[config.mk]
export PLATFORM = sky130hd
export DESIGN_NAME = loader_mesh_burst
export DESIGN_NICKNAME = d
export VERILOG_FILES = /design/src/rtl/loader_pkg.sv /design/src/rtl/tile_decoder.sv /design/src/rtl/loader_mesh_burst.sv
export SDC_FILE = /design/constraint.sdc
export NUM_CORES = 1
export LEC_CHECK = 0
export CAP_MARGIN = 15
export CORE_MARGIN = 10
export CORE_UTILIZATION = 42
export CTS_CLUSTER_DIAMETER = 30
export DETAILED_ROUTE_END_ITERATION = 10
export GPL_ROUTABILITY_DRIVEN = 0
export PLACE_DENSITY = 0.84
export SETUP_SLACK_MARGIN = 0.5
export SLEW_MARGIN = 0
export SYNTH_ARGS = -nofsm -noshare
export SYNTH_HDL_FRONTEND = slang
export SYNTH_SLANG_ARGS = --single-unit
[constraint.sdc]
create_clock -name CLK -period 1.8 [get_ports CLK]
set_input_delay 0.27 -clock CLK [delete_from_list [all_inputs] [get_ports CLK]]
set_output_delay 0.27 -clock CLK [all_outputs]
set_load 0.02 [all_outputs]
[src/rtl/loader_pkg.sv]
// Shared definitions for the mesh loader family: FSM state encoding and
// the tile-index width helper used to size tile selects.
package loader_pkg;

    typedef enum logic [1:0] {
        IDLE  = 2'd0,
        BURST = 2'd1,
        DRAIN = 2'd2
    } state_t;

    // Width of a tile index; never narrower than one bit so a single-tile
    // build still has a legal select field.
    function automatic int tile_bits(input int n);
        int b;
        b = $clog2(n);
        return (b < 1) ? 1 : b;
    endfunction

endpackage

[src/rtl/tile_decoder.sv]
// Tile index decoder: turns a binary tile index into a one-hot select vector
// and reports whether the index names an existing tile. Indices at or above
// NB_TILES decode to an all-zero select.
module tile_decoder
    import loader_pkg::*;
#(
    parameter int NB_TILES  = 4,
    parameter int TILE_BITS = tile_bits(NB_TILES)
) (
    input  logic [TILE_BITS-1:0] INDEX,
    output logic [NB_TILES-1:0]  SELECT,
    output logic                 IN_RANGE
);

    // One-hot decode of the index plus range flag.
    always_comb begin
        SELECT   = {NB_TILES{1'b0}};
        IN_RANGE = (int'(INDEX) < NB_TILES);
        for (int i = 0; i < NB_TILES; i++) begin
            SELECT[i] = (int'(INDEX) == i);
        end
    end

endmodule

[src/rtl/loader_mesh_burst.sv]
// Burst loader for a tiled memory mesh. A command names a start address whose
// upper bits select a tile; the following CMD_LEN+1 data beats are written to
// consecutive tile-local addresses (wrapping inside the tile). Commands to a
// non-existent tile raise a one-cycle ERROR and their beats are swallowed.
module loader_mesh_burst
    import loader_pkg::*;
#(
    parameter int ADDRESS_SIZE = 10,
    parameter int DATA_SIZE    = 8,
    parameter int NB_TILES     = 4,
    parameter int LEN_SIZE     = 4,
    localparam int TILE_BITS   = tile_bits(NB_TILES),
    localparam int LOCAL_BITS  = ADDRESS_SIZE - TILE_BITS
) (
    input  logic                    CLK,
    input  logic                    RESET,
    input  logic                    CMD_VALID,
    output logic                    CMD_READY,
    input  logic [ADDRESS_SIZE-1:0] CMD_ADDR,
    input  logic [LEN_SIZE-1:0]     CMD_LEN,
    input  logic                    DIN_VALID,
    output logic                    DIN_READY,
    input  logic [DATA_SIZE-1:0]    DIN,
    input  logic [NB_TILES-1:0]     TILE_READY,
    output logic [NB_TILES-1:0]     SELECT_TILE,
    output logic [LOCAL_BITS-1:0]   ADDRESS_TILE,
    output logic [DATA_SIZE-1:0]    DATA_TILE,
    output logic                    WRITE_EN,
    output logic                    ERROR,
    output logic                    BUSY
);

    state_t                  state_r;
    state_t                  state_next_s;

    logic [TILE_BITS-1:0]    cmd_tile_s;
    logic [LOCAL_BITS-1:0]   cmd_local_s;
    logic [NB_TILES-1:0]     cmd_sel_s;
    logic                    cmd_in_range_s;

    // The latched tile is kept in one-hot form: it is exactly what the
    // write strobe and the ready mux need, so no second decode is required.
    logic [NB_TILES-1:0]     sel_r;
    logic [LOCAL_BITS-1:0]   local_addr_r;
    logic [LEN_SIZE-1:0]     count_r;

    logic                    cmd_ready_s;
    logic                    din_ready_s;
    logic                    cmd_fire_s;
    logic                    din_fire_s;
    logic                    last_beat_s;

    logic [NB_TILES-1:0]     select_tile_r;
    logic [LOCAL_BITS-1:0]   address_tile_r;
    logic [DATA_SIZE-1:0]    data_tile_r;
    logic                    write_en_r;
    logic                    error_r;
    logic                    busy_r;

    assign cmd_tile_s  = CMD_ADDR[ADDRESS_SIZE-1 -: TILE_BITS];
    assign cmd_local_s = CMD_ADDR[LOCAL_BITS-1:0];
    assign last_beat_s = (count_r == {LEN_SIZE{1'b0}});
    assign cmd_fire_s  = CMD_VALID & cmd_ready_s;
    assign din_fire_s  = DIN_VALID & din_ready_s;

    tile_decoder #(
        .NB_TILES  (NB_TILES),
        .TILE_BITS (TILE_BITS)
    ) u_tile_decoder (
        .INDEX    (cmd_tile_s),
        .SELECT   (cmd_sel_s),
        .IN_RANGE (cmd_in_range_s)
    );

    // Next-state logic and the two combinational handshake readies.
    always_comb begin
        state_next_s = state_r;
        cmd_ready_s  = 1'b0;
        din_ready_s  = 1'b0;
        case (state_r)
            IDLE: begin
                cmd_ready_s = 1'b1;
                if (CMD_VALID) begin
                    if (cmd_in_range_s) begin
                        state_next_s = BURST;
                    end else begin
                        state_next_s = DRAIN;
                    end
                end else begin
                    state_next_s = IDLE;
                end
            end
            BURST: begin
                // Only the latched tile's ready matters; others are masked off.
                din_ready_s = |(TILE_READY & sel_r);
                if (DIN_VALID && din_ready_s && last_beat_s) begin
                    state_next_s = IDLE;
                end else begin
                    state_next_s = BURST;
                end
            end
            DRAIN: begin
                din_ready_s = 1'b1;
                if (DIN_VALID && last_beat_s) begin
                    state_next_s = IDLE;
                end else begin
                    state_next_s = DRAIN;
                end
            end
            default: begin
                state_next_s = IDLE;
            end
        endcase
    end

    // State register.
    always_ff @(posedge CLK or negedge RESET) begin
        if (!RESET) begin
            state_r <= IDLE;
        end else begin
            state_r <= state_next_s;
        end
    end

    // Burst context (tile, address, beat count) and registered write port.
    always_ff @(posedge CLK or negedge RESET) begin
        if (!RESET) begin
            sel_r          <= {NB_TILES{1'b0}};
            local_addr_r   <= {LOCAL_BITS{1'b0}};
            count_r        <= {LEN_SIZE{1'b0}};
            select_tile_r  <= {NB_TILES{1'b0}};
            address_tile_r <= {LOCAL_BITS{1'b0}};
            data_tile_r    <= {DATA_SIZE{1'b0}};
            write_en_r     <= 1'b0;
            error_r        <= 1'b0;
            busy_r         <= 1'b0;
        end else begin
            if (cmd_fire_s) begin
                sel_r        <= cmd_sel_s;
                local_addr_r <= cmd_local_s;
                count_r      <= CMD_LEN;
            end else if (din_fire_s) begin
                // Counter parks at zero once the last beat has gone.
                if (!last_beat_s) begin
                    count_r <= count_r - LEN_SIZE'(1);
                end else begin
                    count_r <= {LEN_SIZE{1'b0}};
                end
                // Address wraps naturally at the local width, staying in-tile.
                if (state_r == BURST) begin
                    local_addr_r <= local_addr_r + LOCAL_BITS'(1);
                end else begin
                    local_addr_r <= local_addr_r;
                end
            end else begin
                count_r      <= count_r;
                local_addr_r <= local_addr_r;
            end

            if (din_fire_s && (state_r == BURST)) begin
                write_en_r     <= 1'b1;
                select_tile_r  <= sel_r;
                address_tile_r <= local_addr_r;
                data_tile_r    <= DIN;
            end else begin
                write_en_r     <= 1'b0;
                select_tile_r  <= {NB_TILES{1'b0}};
            end

            error_r <= cmd_fire_s & ~cmd_in_range_s;
            busy_r  <= (state_next_s != IDLE);
        end
    end

    assign CMD_READY    = cmd_ready_s;
    assign DIN_READY    = din_ready_s;
    assign SELECT_TILE  = select_tile_r;
    assign ADDRESS_TILE = address_tile_r;
    assign DATA_TILE    = data_tile_r;
    assign WRITE_EN     = write_en_r;
    assign ERROR        = error_r;
    assign BUSY         = busy_r;

endmodule

; After elaboration in Yosys (flattened, before gate mapping)
; Index checks and enable logic that the tools add are counted.
[op_classes]
addsub = 2
eq_ne = 5
n_mux = 14
bitwise = 3
reduce_logical = 12
[ops]
columns = op, n
row1 = 8-bit 2-to-1 mux, 3
row2 = 4-bit 2-to-1 mux, 4
row3 = 8-bit by 1-bit adder with 8-bit output (second input constant), 1
row4 = 2-bit equality test (second input constant), 3
row5 = 2-bit one-hot mux with 3 select lines, 1
row6 = 2-bit nonzero test, 3
row7 = 4-bit AND, 1
row8 = 2-bit by 1-bit equality test with 1-bit output (second input constant), 2
row9 = 1-bit logical AND, 4
row10 = 2-bit logical NOT, 2
row11 = 4-bit logical NOT, 1
row12 = 1-bit 2-to-1 mux, 4
row13 = 4-bit OR reduction, 1
row14 = 4-bit by 1-bit subtractor with 4-bit output (second input constant), 1
row15 = 1-bit AND, 2
row16 = 2-bit 2-to-1 mux, 1
row17 = 1-bit one-hot mux with 2 select lines, 1
row18 = 2-bit AND reduction, 1
[word_totals]
reg_bits = 40
input_bits = 30
output_inout_bits = 25
elab_cells = 45

; Longest topological paths before layout
[logic_depth]
word_depth = 7
ltp_mapped = 9
ltp_nobuf = 7

; Cells and area by module
; Synthesis repeated with hierarchy kept, for this count alone.
[hier_totals]
cells_unflattened = 206
area_unflattened_um2 = 1928.1
[by_module_without_submodules]
columns = mod, n_inst, cells_each, area_each_um2, seq_area_each_um2
row1 = loader_mesh_burst, 1, 200, 1890.6, 1026.0
row2 = tile_decoder, 1, 6, 37.5, 0.0

; Worst setup path after synthesis
; OpenSTA, ideal clock, no wires.
[synth_path]
kind = register to register
from = register state_r[0]
to = register local_addr_r[6]
setup_time_ns = 0.126
t_arrival_ns = 1.761
required_time_ns = 1.674
slack_ns = -0.087
path_stages_with_launch = 8
n_path_buf = 1
synth_period_minus_slack_ns = 1.887
cell_sequence = dfrtp_1 inv_1 ha_1 and3_4 o31ai_4 buf_6 o311a_1 a221o_1
[synth_via]
elab_chain_cells = 5
word_cells_on_any_way = 11
classes_between = eq/ne: 2 / mux: 3 / bitwise: 2 / reduce/logical: 4
[synth_rtl]
columns = element, line_no
row1 = start: declaration, loader_mesh_burst.sv:33  ; state_t state_r;
row2 = start signal: assignment, loader_mesh_burst.sv:121  ; state_r <= state_next_s;
row3 = "2-bit equality test, or another cell as far along", loader_mesh_burst.sv:80  ; case (state_r)
row4 = 1-bit one-hot mux with 2 select lines or 1-bit 2-to-1 mux (tied branches), loader_mesh_burst.sv:80
row5 = "1-bit AND, on equally long branches", "loader_mesh_burst.sv:64, loader_mesh_burst.sv:63"
row6 = 2-bit nonzero test (no source line), n/a
row7 = 2-bit AND reduction (no source line), n/a
row8 = end signal: assignment, loader_mesh_burst.sv:129  ; local_addr_r <= {LOCAL_BITS{1'b0}};
row9 = end signal: assignment, loader_mesh_burst.sv:140  ; local_addr_r <= cmd_local_s;
row10 = end signal: assignment, loader_mesh_burst.sv:151  ; local_addr_r <= local_addr_r + LOCAL_BITS'(1);
row11 = end: declaration, loader_mesh_burst.sv:44  ; logic [LOCAL_BITS-1:0] local_addr_r;
; Several ways; a longest one is shown, not always the timed one.
; A chain may end at the register's enable or synchronous reset.

; Worst setup path in the final report
; Ends and elaborated chain as after synthesis.

==> flow_metrics.env <==
export IMPL_drv_cap=0
export IMPL_p_sw_share_pct=38.3
export IMPL_seq_area_frac_synth_pct=52.8
export IMPL_fin_nets=336
export IMPL_grtUsageTotal_pct=13.2
export IMPL_start_util_pct=43.6
export IMPL_slowest_stage="dfrtp_2"
export IMPL_maxSlewViolCount=0
export IMPL_synth_area_leaders="dfrtp_1 53%, nand2_1 13%, ha_1 3.3%, o21ai_0 2.6%, a31oi_1 2.3%"
export IMPL_violations="negative setup slack"
export IMPL_worstSkewPairLatency_ps=300
export IMPL_firstDrtPassIters=6
export IMPL_io_buffers=53
export IMPL_fin_util_pct=72.9
export IMPL_hold_viol=0
export IMPL_synth_top_area_share_pct=52.8
export IMPL_cts_clk_slew_worst_paths_ps=80
export IMPL_route_detailed_drc=0
export IMPL_p_seq_share_pct=34.4
export IMPL_diodes=0
export IMPL_drive_above_1_share_pct=37.4
export IMPL_num_vias=1801
export IMPL_post_route_period_util_pct=102
export IMPL_synthDistinctLibCells=38
export IMPL_dieArea_um2=7600
export IMPL_leakage_nw=1.50
export IMPL_wl_mm=5.41
export IMPL_critPathLaunchType="register"
export IMPL_clock_sinks=40
export IMPL_cts_tree="done"
export IMPL_path_cells="inv_4, ha_4, and3_4, o31ai_4, buf_6, o311a_1, a221o_1"
export IMPL_die_w_um=87.2
export IMPL_power_w=0.00464
export IMPL_critPathMaxFanout=8
export IMPL_setup_violations_final=4
export IMPL_synth_async_reset_ratio_pct=100
export IMPL_skew_ps=5.88
export IMPL_syn_nets=241
export IMPL_drtIter0Drc=76
export IMPL_num_io_pins=55
export IMPL_htree_levels=2
export IMPL_yosys_area_top_type="dfrtp_1"
export IMPL_hp_class="in -> async"
export IMPL_grt_pass1_wl_mm=8.14
export IMPL_synthCells=206
export IMPL_antenna_found_initial=0
export IMPL_clkPwrFrac_pct=17.3
export IMPL_p_sw_w=0.00178
export IMPL_grt_setup_unrepaired="true"
export IMPL_syn_cell_area_um2=1900
export IMPL_die_h_um=87.2
export IMPL_intPower_w=0.00286
export IMPL_yosysWarnings=0
export IMPL_syn2layout_area_growth_pct=67.4
export IMPL_power_frac_comb_pct=48.4
export IMPL_hpwlAfterDp_mm=3.74
export IMPL_cts_root_buffer="clkbuf_8"
export IMPL_crit_family="compound AO/OA/AOI/OAI gates"
export IMPL_worst_setup_path_type="reg -> reg"
export IMPL_routedWlPerCell_um=15.3
export IMPL_peakVddDrop_uv=647
export IMPL_crit_buf_inv=2
export IMPL_crit_path_max_incr_delay_ps=420
export IMPL_synth_edff_count=0
export IMPL_grt_pass1_vias=1817
export IMPL_core_area_um2=4350
export IMPL_outcome="finished with violations"
export IMPL_viasPerCell=5.09
export IMPL_place_ws_ps=-340
export IMPL_p_per_area_nw_per_um2=1460
export IMPL_cts_max_path_buffers=2
export IMPL_rows=24
export IMPL_syn_avg_cell_area_um2=9.21
export IMPL_min_period_ps=1840
export IMPL_overflow=0
export IMPL_ys_ff_latch=40
export IMPL_cts_buffers=5
export IMPL_cp_end_kind="register"
export IMPL_crit_required_ps=1990
export IMPL_fmax_mhz=545
export IMPL_ant_nets=0
export IMPL_arrival_ps=2020
export IMPL_ys_flop_type="dfrtp_1"
export IMPL_grt_max_degree=23
export IMPL_setup_ws_ps=-35.9
==> cell families after synthesis <==
family,Yosys count,share of synthesized area [%]
AO/OA/AOI/OAI,39,14.6
XOR/XNOR,1,0.462
AND/OR/NAND/NOR,105,24.5
adder cells (fa/ha/maj),5,3.30
buffers and inverters,15,4.16
flip-flops,40,52.8
other,1,0.198
==> cell type report <==
class | count | area [um2]
clock buffers | 7 | 96.3
clock inverters | 1 | 30.0
fillers | 300 | 1180
inverters | 5 | 33.8
multi-input cells | 151 | 1020
flip-flops and latches | 40 | 1000
well taps | 52 | 65.1
repair buffers | 98 | 928
==> registers in the layout, indices dropped and copies added (netlist names) <==
signal / flops
sel_r: 4
local_addr_r: 8
DATA_TILE: 8
state_r: 2
ADDRESS_TILE: 8
WRITE_EN: 1
count_r: 4
SELECT_TILE: 4
BUSY: 1
==> layer usage <==
layer,global-route usage [%],share of wire [%],vias to the layer above
met4,5.22,1.3,0
li1,-,-,898
met5,0,0,-
met1,14.0,40,853
met3,3.65,5.4,7
met2,24.1,53,43
==> synthesized netlist by cell type, drive strengths merged (3+ instances only) <==
cell / number
ha: 5
nand3: 6
a31oi: 7
inv: 5
clkbuf: 3
o211ai: 3
a21oi: 4
nor2: 10
or3: 3
o21ai: 10
and2: 5
dfrtp: 40
nand2: 68
buf: 7
o31ai: 4
==> placed cells by master, fill, tap and decap left out, types with 2 or more instances in the layout <==
cell type / netlist / final
a21oi_1: 4 / 4
a31oi_1: 7 / 7
and2_4: 0 / 5
buf_4: 3 / 26
buf_6: 1 / 17
buf_8: 0 / 2
clkbuf_2: 0 / 2
clkbuf_8: 0 / 7
clkdlybuf4s15_1: 0 / 10
clkdlybuf4s50_1: 0 / 27
dfrtp_1: 40 / 39
dlygate4sd2_1: 0 / 11
ha_1: 5 / 2
ha_4: 0 / 3
inv_1: 5 / 2
nand2_1: 68 / 38
nand2_2: 0 / 27
nand2_4: 0 / 3
nand3_1: 6 / 6
nand3b_1: 2 / 2
nand4_1: 2 / 2
nor2_1: 10 / 9
nor3_1: 2 / 2
o211ai_1: 3 / 3
o21ai_0: 10 / 6
o21ai_1: 0 / 3
o31ai_1: 3 / 2
or3_1: 3 / 3
==> path summary, 6_finish.rpt <==
path | cells past startpoint | start | slack [ps] | end
max reg2reg | 7 | state_r[0]$_DFF_PN0_ | -40 | local_addr_r[6]$_DFFE_PN0P_
max | 7 | state_r[0]$_DFF_PN0_ | -40 | local_addr_r[6]$_DFFE_PN0P_
min | 2 | RESET | 450 | DATA_TILE[5]$_DFFE_PN0P_
max in group asynchronous | 3 | RESET | 870 | state_r[0]$_DFF_PN0_
min reg2reg | 2 | DATA_TILE[0]$_DFFE_PN0P_ | 470 | DATA_TILE[0]$_DFFE_PN0P_
min in group CLK | 2 | DATA_TILE[0]$_DFFE_PN0P_ | 470 | DATA_TILE[0]$_DFFE_PN0P_
==> what timing repair did <==
action / in CTS / in global routing
hold buffers: 1 / 0
resized for setup: 60 / 70
endpoints found under the hold margin: 18 / 0
cloned: 0 / 0
endpoints found under the setup margin: 61 / 50
buffers inserted: 8 / 11
pin swaps: 18 / 31
==> worst register-to-register path: stages (launching register included) <==
cell	delay (ps)
dfrtp_2	420
inv_4	60
ha_4	270
and3_4	190
o31ai_4	70
buf_6	140
o311a_1	320
a221o_1	260
==> per-stage QoR <==
stage / instances / TNS (ps) / area, um2 / hold slack (ps)
5_1_grt: 354 / -473 / 3180 / 494
3_3_place_gp: 326 / -3090 / 2650 / 232
4_1_cts: 343 / -196 / 2900 / 468
3_5_place_dp: 326 / -3940 / 2650 / 240
2_1_floorplan: 206 / 0 / 1940 / -25.6
6_report: 354 / -94.8 / 3180 / 453
==> power by group through the flow <==
stage	sequential (W)	combinational, W	clock [W]
detailed placement	0.00156	0.00190	0
finish	0.00159	0.00224	0.000801
global route	0.00164	0.00244	0.000847
global placement	0.00153	0.00184	0
floorplan	0.00174	0.000842	0
CTS	0.00155	0.00196	0.000809
Power figures use the tool's default switching activity.
